## src/rtl/mc_ctrl_fsm.sv

```systemverilog
// mc_ctrl_fsm: multicycle MIPS main control unit.
// Sequences each instruction through FETCH/DECODE/execute/memory/writeback
// states and drives the datapath enables and mux selects as Moore decodes of
// the registered state (branch pcWrite additionally follows the ALU zero flag).
// Optional feature: define MC_CTRL_BNE_EN to add the BNEEX state (op 000101).
module mc_ctrl_fsm #(
    parameter logic [3:0]      RESET_STATE = 4'd0,   // FETCH; must stay FETCH
    localparam int unsigned    STATE_W     = 4,
    localparam int unsigned    OP_W        = 6,
    localparam int unsigned    ALUOP_W     = 3
) (
    input  logic               clk,
    input  logic               reset,
    input  logic [OP_W-1:0]    op,
    input  logic [OP_W-1:0]    funct,
    input  logic               zero,
    output logic [ALUOP_W-1:0] aluOp,
    output logic               aluSrcA,
    output logic [1:0]         aluSrcB,
    output logic [1:0]         pcSrc,
    output logic               pcWrite,
    output logic               iorD,
    output logic               memWrite,
    output logic               irWrite,
    output logic               regDst,
    output logic               memToReg,
    output logic               regWrite,
    output logic [STATE_W-1:0] state
);

    typedef enum logic [STATE_W-1:0] {
        S_FETCH   = 4'd0,
        S_DECODE  = 4'd1,
        S_MEMADR  = 4'd2,
        S_MEMRD   = 4'd3,
        S_MEMWB   = 4'd4,
        S_MEMWR   = 4'd5,
        S_RTYPEEX = 4'd6,
        S_RTYPEWB = 4'd7,
        S_BEQEX   = 4'd8,
        S_ADDIEX  = 4'd9,
        S_ADDIWB  = 4'd10,
        S_JEX     = 4'd11,
        S_BNEEX   = 4'd12
    } state_t;

    // Datapath control bundle produced by the decode process
    typedef struct packed {
        logic [ALUOP_W-1:0] alu_op;
        logic               alu_src_a;
        logic [1:0]         alu_src_b;
        logic [1:0]         pc_src;
        logic               pc_write;
        logic               ior_d;
        logic               mem_write;
        logic               ir_write;
        logic               reg_dst;
        logic               mem_to_reg;
        logic               reg_write;
    } ctrl_t;

    // Opcodes
    localparam logic [OP_W-1:0] OP_RTYPE = 6'b000000;
    localparam logic [OP_W-1:0] OP_LW    = 6'b100011;
    localparam logic [OP_W-1:0] OP_SW    = 6'b101011;
    localparam logic [OP_W-1:0] OP_BEQ   = 6'b000100;
    localparam logic [OP_W-1:0] OP_ADDI  = 6'b001000;
    localparam logic [OP_W-1:0] OP_J     = 6'b000010;
`ifdef MC_CTRL_BNE_EN
    localparam logic [OP_W-1:0] OP_BNE   = 6'b000101;
`endif

    // R-type funct codes
    localparam logic [OP_W-1:0] FN_ADD = 6'b100000;
    localparam logic [OP_W-1:0] FN_SUB = 6'b100010;
    localparam logic [OP_W-1:0] FN_AND = 6'b100100;
    localparam logic [OP_W-1:0] FN_OR  = 6'b100101;
    localparam logic [OP_W-1:0] FN_SLT = 6'b101010;

    // ALU operation codes
    localparam logic [ALUOP_W-1:0] ALU_AND = 3'b000;
    localparam logic [ALUOP_W-1:0] ALU_OR  = 3'b001;
    localparam logic [ALUOP_W-1:0] ALU_ADD = 3'b010;
    localparam logic [ALUOP_W-1:0] ALU_SUB = 3'b110;
    localparam logic [ALUOP_W-1:0] ALU_SLT = 3'b111;

    // Mux select encodings
    localparam logic [1:0] SRCB_REG   = 2'b00;
    localparam logic [1:0] SRCB_FOUR  = 2'b01;
    localparam logic [1:0] SRCB_IMM   = 2'b10;
    localparam logic [1:0] SRCB_IMMSH = 2'b11;
    localparam logic [1:0] PCSRC_ALU  = 2'b00;
    localparam logic [1:0] PCSRC_OUT  = 2'b01;
    localparam logic [1:0] PCSRC_JMP  = 2'b10;

    state_t state_q;
    state_t next_state;
    logic   funct_invalid_q;
    logic   funct_invalid_d;
    ctrl_t  ctrl;

    // State register and funct-invalid flag
    always_ff @(posedge clk) begin
        if (reset) begin
            state_q         <= state_t'(RESET_STATE);
            funct_invalid_q <= 1'b0;
        end else begin
            state_q         <= next_state;
            funct_invalid_q <= funct_invalid_d;
        end
    end

    // Next-state and control decode; everything inactive while reset is high
    always_comb begin
        ctrl            = '0;
        next_state      = S_FETCH;
        funct_invalid_d = funct_invalid_q;

        case (state_q)
            S_FETCH: begin
                ctrl.ior_d     = 1'b0;
                ctrl.ir_write  = 1'b1;
                ctrl.alu_src_a = 1'b0;
                ctrl.alu_src_b = SRCB_FOUR;
                ctrl.alu_op    = ALU_ADD;
                ctrl.pc_src    = PCSRC_ALU;
                ctrl.pc_write  = 1'b1;
                next_state     = S_DECODE;
            end
            S_DECODE: begin
                // Precompute branch target into ALUOut
                ctrl.alu_src_a = 1'b0;
                ctrl.alu_src_b = SRCB_IMMSH;
                ctrl.alu_op    = ALU_ADD;
                case (op)
                    OP_LW, OP_SW: next_state = S_MEMADR;
                    OP_RTYPE:     next_state = S_RTYPEEX;
                    OP_BEQ:       next_state = S_BEQEX;
                    OP_ADDI:      next_state = S_ADDIEX;
                    OP_J:         next_state = S_JEX;
`ifdef MC_CTRL_BNE_EN
                    OP_BNE:       next_state = S_BNEEX;
`endif
                    default:      next_state = S_FETCH;
                endcase
            end
            S_MEMADR: begin
                ctrl.alu_src_a = 1'b1;
                ctrl.alu_src_b = SRCB_IMM;
                ctrl.alu_op    = ALU_ADD;
                next_state     = (op == OP_LW) ? S_MEMRD : S_MEMWR;
            end
            S_MEMRD: begin
                ctrl.ior_d = 1'b1;
                next_state = S_MEMWB;
            end
            S_MEMWB: begin
                ctrl.reg_dst    = 1'b0;
                ctrl.mem_to_reg = 1'b1;
                ctrl.reg_write  = 1'b1;
                next_state      = S_FETCH;
            end
            S_MEMWR: begin
                ctrl.ior_d     = 1'b1;
                ctrl.mem_write = 1'b1;
                next_state     = S_FETCH;
            end
            S_RTYPEEX: begin
                ctrl.alu_src_a  = 1'b1;
                ctrl.alu_src_b  = SRCB_REG;
                funct_invalid_d = 1'b0;
                case (funct)
                    FN_ADD:  ctrl.alu_op = ALU_ADD;
                    FN_SUB:  ctrl.alu_op = ALU_SUB;
                    FN_AND:  ctrl.alu_op = ALU_AND;
                    FN_OR:   ctrl.alu_op = ALU_OR;
                    FN_SLT:  ctrl.alu_op = ALU_SLT;
                    default: begin
                        ctrl.alu_op     = ALU_AND;
                        funct_invalid_d = 1'b1;
                    end
                endcase
                next_state = S_RTYPEWB;
            end
            S_RTYPEWB: begin
                // Unsupported funct suppresses the register write
                ctrl.reg_dst    = 1'b1;
                ctrl.mem_to_reg = 1'b0;
                ctrl.reg_write  = ~funct_invalid_q;
                next_state      = S_FETCH;
            end
            S_BEQEX: begin
                ctrl.alu_src_a = 1'b1;
                ctrl.alu_src_b = SRCB_REG;
                ctrl.alu_op    = ALU_SUB;
                ctrl.pc_src    = PCSRC_OUT;
                ctrl.pc_write  = zero;
                next_state     = S_FETCH;
            end
`ifdef MC_CTRL_BNE_EN
            S_BNEEX: begin
                ctrl.alu_src_a = 1'b1;
                ctrl.alu_src_b = SRCB_REG;
                ctrl.alu_op    = ALU_SUB;
                ctrl.pc_src    = PCSRC_OUT;
                ctrl.pc_write  = ~zero;
                next_state     = S_FETCH;
            end
`endif
            S_ADDIEX: begin
                ctrl.alu_src_a = 1'b1;
                ctrl.alu_src_b = SRCB_IMM;
                ctrl.alu_op    = ALU_ADD;
                next_state     = S_ADDIWB;
            end
            S_ADDIWB: begin
                ctrl.reg_dst    = 1'b0;
                ctrl.mem_to_reg = 1'b0;
                ctrl.reg_write  = 1'b1;
                next_state      = S_FETCH;
            end
            S_JEX: begin
                ctrl.pc_src   = PCSRC_JMP;
                ctrl.pc_write = 1'b1;
                next_state    = S_FETCH;
            end
            default: begin
                // Illegal code: stay inactive and recover through FETCH
                ctrl       = '0;
                next_state = S_FETCH;
            end
        endcase

        // The flag only lives for the duration of one R-type instruction
        if (next_state == S_FETCH) begin
            funct_invalid_d = 1'b0;
        end

        if (reset) begin
            ctrl = '0;
        end
    end

    // Drive ports from the decoded bundle
    assign aluOp    = ctrl.alu_op;
    assign aluSrcA  = ctrl.alu_src_a;
    assign aluSrcB  = ctrl.alu_src_b;
    assign pcSrc    = ctrl.pc_src;
    assign pcWrite  = ctrl.pc_write;
    assign iorD     = ctrl.ior_d;
    assign memWrite = ctrl.mem_write;
    assign irWrite  = ctrl.ir_write;
    assign regDst   = ctrl.reg_dst;
    assign memToReg = ctrl.mem_to_reg;
    assign regWrite = ctrl.reg_write;
    assign state    = reset ? STATE_W'(0) : STATE_W'(state_q);

endmodule

```

## config.mk

```make
export PLATFORM = sky130hd
export DESIGN_NAME = mc_ctrl_fsm
export DESIGN_NICKNAME = d
export VERILOG_FILES = /design/src/rtl/mc_ctrl_fsm.sv
export SDC_FILE = /design/constraint.sdc
export NUM_CORES = 1
export LEC_CHECK = 0
export ABC_AREA = 0
export CAP_MARGIN = 20
export CORE_MARGIN = 5
export CORE_UTILIZATION = 37
export CTS_CLUSTER_DIAMETER = 100
export CTS_CLUSTER_SIZE = 14
export DETAILED_ROUTE_END_ITERATION = 6
export PLACE_DENSITY_LB_ADDON = 0.25
export SLEW_MARGIN = 15
export SYNTH_ARGS = -nofsm -noshare
export SYNTH_HDL_FRONTEND = slang
export SYNTH_SLANG_ARGS = --single-unit
```

## constraint.sdc

```tcl
create_clock -name clk -period 1.9 [get_ports clk]
set_clock_uncertainty 0.1 [all_clocks]
set_input_delay 0.19 -clock clk [delete_from_list [all_inputs] [get_ports clk]]
set_output_delay 0.19 -clock clk [all_outputs]
set_load 0.02 [all_outputs]
```

# == Word level (Yosys, flattened, before mapping) ==
# Cells that the tools add are included.
# totals
inputBits,15
regBits,5
# classes
eq_ne,21
bitwise,1
n_mux,13
n_reduce_logical,8
# ops
op,n
"6-bit equality test, second input constant",7
6-bit case mux with 5 select lines,1
4-bit case mux with 6 select lines,1
4-bit case mux with 5 select lines,1
3-bit case mux with 3 select lines,2
"4-bit by 3-bit equality test with 1-bit output, second input constant",4
"4-bit equality test, second input constant",4
15-bit two-way mux,1
3-bit case mux with 4 select lines,1
"4-bit by 2-bit equality test with 1-bit output, second input constant",2
4-bit zero test,2
2-bit OR reduction,4
"6-bit by 2-bit equality test with 1-bit output, second input constant",1
"6-bit by 3-bit equality test with 1-bit output, second input constant",1
"6-bit by 4-bit equality test with 1-bit output, second input constant",1
6-bit zero test,1
5-bit OR reduction,1
"4-bit by 1-bit equality test with 1-bit output, second input constant",1
1-bit two-way mux,4
4-bit two-way mux,1
3-bit two-way mux,1
1-bit NOT,1

# == Logic depth before layout (Yosys ltp) ==
# depth
word_depth,6
ltp_mapped,6
depth_no_buf,5

# == Least setup slack after synthesis ==
# No wires, ideal clock.
# synth_timing
kind,register to output
from,reg state_q[2]
to,out aluOp[2]
slack_ps,41
t_arrival_ps,1569
n_path_buf,2
path_stages_with_launch,6
path_cell_list,dfxtp_1 > clkbuf_1 > clkbuf_1 > nand4_1 > o21a_1 > nor3_1
# synth_between
elab_chain_len,4
word_cells_on_any_way,9
classes_between,eq/ne: 5; mux: 2; reduce/logical: 2
# synth_rtl
element,line_no,source
start: declaration,96,state_t state_q;
start signal: assignment,105,state_q <= state_t'(RESET_STATE);
start signal: assignment,108,state_q <= next_state;
4-bit equality test / 4-bit by 2-bit equality test with 1-bit output (equally long branches),119,case (state_q)
2-bit OR reduction (no line),--,
6-bit case mux with 5 select lines (*),119,
15-bit two-way mux (*),239,if (reset) begin
end: declaration,17,"output logic [ALUOP_W-1:0] aluOp,"
# Mark *: on every way between the ends. The rest lies on a longest branch, timed or not.

# == Worst setup path after layout ==
# layout_timing
from,in funct[2]
to,out aluOp[0]
# layout_between
elab_chain_len,4
word_cells_on_any_way,7
classes_between,eq/ne: 4; mux: 3
# layout_rtl
element,line_no,source
start: declaration,15,"input logic [OP_W-1:0] funct,"
6-bit equality test,172,case (funct)
3-bit case mux with 4 select lines (*),172,
6-bit case mux with 5 select lines (*),119,
15-bit two-way mux (*),239,
# Marks and branches as above.

==> results.md <==
- Synth Area in Compound Gates: 23.0%
- CP startpoint kind: primary input
- Share of layout cells above drive strength 1: 24.8%
- Starting density of the core: 39.9%
- Initial antenna violation count: 0
- TritonCTS buffer count: 3
- Slew Limit Fails: 0
- Mapped Avg Cell Area: 6.33 sq um
- Combinational power share: 38.0%
- Cell Int Power: 261 uW
- Status: complete, but fails checks
- Post-Synthesis Cells: 97
- CTS tree: built
- Max-cap violation count: 0
- CP Capture Type: primary output
- Fin. Hold Viols: 0
- Synthesized-area fraction occupied by adder cells: 0%
- Post-synthesis net count: 112
- Failing checks: setup timing
- Placed wire-length estimate: 1770 um
- Final min period: 1910 ps
- Max rail drop VDD: 0.337 mV
- Final nets: 165
- Yosys warning total: 0
- TritonCTS Sinks: 5
- PortBufs: 33
- RSZ-0062 raised after global routing: yes
- Synth area leaders: dfxtp_1 (16%), nor3_1 (8.1%), nor2_1 (7.9%)
- CORE AREA: 1540 sq um
- Worst-Margin Slew: 429 ps
- Count leader, synth: nor2_1
- Sequential-to-total area share from yosys stat: 16.3%
- DRC Markers: 0
- TritonRoute pass-1 iters: 4
- Clock latency on the worst-skew pair: 240 ps
- Ys async rst share: 0%
- LEAKAGE: 0.535 nW
- Sequential Power Share: 29.9%
- Root Driver: clkbuf_4
- Pwr Total: 370 uW
- Final worst slack: -9.38 ps
- Mux share of post-synthesis cell area: 3.26%
- WP data arrival: 1620 ps
- Final Setup Violations: 1
- Post-Layout Cell Count: 165
- Yosys top cell by area: dfxtp_1
- CTS Hold Bufs: 0
- Crit share post-route: 100%
- Xor-xnor portion of the synthesized cell area: 2.85%
- Setup Total Neg Slack: -9.38 ps
- Worst EP required: 1610 ps
- DR iter-0 viols: 11
- Gr usage total: 17.2%
- Slew HR: 71.1%
- PD cells: 339 nW/um^2
- Ant diodes: 0
- Clock Path Buffers: 2
- Synth-to-Final Area Change: 77.8%
- Top FF cell, synth: dfxtp_1
- Chip width: 50.7 um
- Die area: 2580 sq um
- Clock transition at path regs: 40 ps
- DP Area: 1100 sq um
- Vias: 893
- Final ANT Viol Nets: 0
- H-tree Lvls: 1
- Largest net degree at the start of global routing: 12
- Boundary Pins: 34
- Switch share: 29.5%
- Post-synth EDFFs: 0
- Placer Congestion: 0.892
- Net switching power: 109 uW
- Row count: 14
- Synth top cells by count: nor2_1 (13), nor3_1 (10), a21oi_1 (8)
- Fmax: 524 MHz
- Die height: 50.7 um
- Inst Count DP: 161
- Final WL: 2200 um
- Setup Crit Path Kind: primary input to primary output
- Post-CTS setup repair buffer count: 0
- Flop and latch count out of synthesis: 5
- Clock share of power: 32.1%
- Vias in the first global route: 846
- Hold Path Class: flop to flop
- Mapped Area: 614 sq um
- Vias per inst: 5.41
- Worst Path Max Fanout: 3
- Post-route cell area: 1090 sq um
- First-pass GRT wire length: 3630 um
- Routed len/inst: 13.3 um
- Top cell type's share of synthesized area: 16.3%
- Yosys cell types: 29
- Largest family of logic cells by synthesized area: simple AND/OR/NAND/NOR gates
- GRT Residual Overflow: 0
- Simple-gate portion of the synthesized area: 45.4%
-- critical path: stages --
cell and delay, ps:
clkdlybuf4s50_1 530, nor4bb_1 310, a31oi_1 80, nor4_1 280, buf_2 220
-- worst paths after layout --
path,cells after the start,startpoint,slack [ps],to
worst max-delay path,5,funct[2],-9,aluOp[0]
worst min-delay path,2,funct_invalid_q,440,funct_invalid_q
worst max register to register,6,state_q[3],340,funct_invalid_q
worst min register to register,2,funct_invalid_q,440,funct_invalid_q
-- layer usage --
layer | vias up | part of all wire [%] | global-route usage [%]
met2 | 35 | 49 | 29.3
li1 | 455 | - | -
met3 | 2 | 6.1 | 3.25
met4 | 0 | 0.36 | 8.51
met5 | - | 0 | 0
met1 | 401 | 44 | 20.2
-- cells in the final DEF (no fill, tap or decap), types with 2 or more instances in the layout --
| cell | synthesis | final |
|---|---|---|
| a211oi_1 | 2 | 2 |
| a21oi_1 | 8 | 8 |
| a31oi_1 | 3 | 3 |
| buf_2 | 0 | 3 |
| buf_4 | 1 | 23 |
| clkbuf_2 | 0 | 4 |
| clkbuf_4 | 0 | 3 |
| clkdlybuf4s15_1 | 0 | 2 |
| clkdlybuf4s50_1 | 0 | 14 |
| dfxtp_1 | 5 | 5 |
| dlygate4sd2_1 | 0 | 8 |
| dlymetal6s2s_1 | 0 | 2 |
| inv_1 | 6 | 6 |
| mux2i_1 | 2 | 2 |
| nand2_1 | 3 | 3 |
| nand2b_1 | 6 | 6 |
| nand3_1 | 2 | 2 |
| nand3b_1 | 2 | 2 |
| nor2_1 | 13 | 12 |
| nor2b_1 | 3 | 3 |
| nor3_1 | 10 | 10 |
| nor4_1 | 4 | 4 |
| o21a_1 | 2 | 2 |
| o21ai_0 | 5 | 5 |
| or3_1 | 2 | 2 |
| xnor2_1 | 2 | 2 |
-- cell type report --
class,count,area (sq um)
multi-input cells,78,460
inverters,6,22.5
flip-flops and latches,5,100
well taps,16,20.0
fillers,138,449
repair buffers,56,463
clock buffers,4,26.3
-- power by group through the flow --
stage | Sequential, mW | Combinational, mW | Clock [mW]
final | 0.111 | 0.141 | 0.119
after global routing | 0.111 | 0.153 | 0.135
after CTS | 0.110 | 0.142 | 0.125
after detailed placement | 0.112 | 0.146 | 0
after global placement | 0.112 | 0.142 | 0
after floorplan | 0.112 | 0.0632 | 0
-- sequential cells by signal, summed over array words and instances, names as in the netlist --
register,cells
state_q,4
funct_invalid_q,1
-- repair_timing --
item,in CTS,in global routing
hold endpoints to repair,0,0
setup endpoints to repair,17,11
resized for setup,27,16
-- per-stage QoR --
step / util [%] / setup slack (ps) / hold slack (ps)
2_1_floorplan: - / 41.2 / 362
3_3_place_gp: 71.6 / -294 / 442
3_5_place_dp: 71.6 / -370 / 438
4_1_cts: 72.1 / 1.63 / 442
5_1_grt: 70.9 / -96.2 / 476
6_report: 70.9 / -9.38 / 438
-- logic make-up (layout without fill, tap and decap cells) --
logic type	after synthesis	in the layout
flops	5	5
xor+xnor	2	2
simple gates	51	51
buf+inv	14	66
compound gates	23	23
mux	2	2
Power figures use the tool's default switching activity.
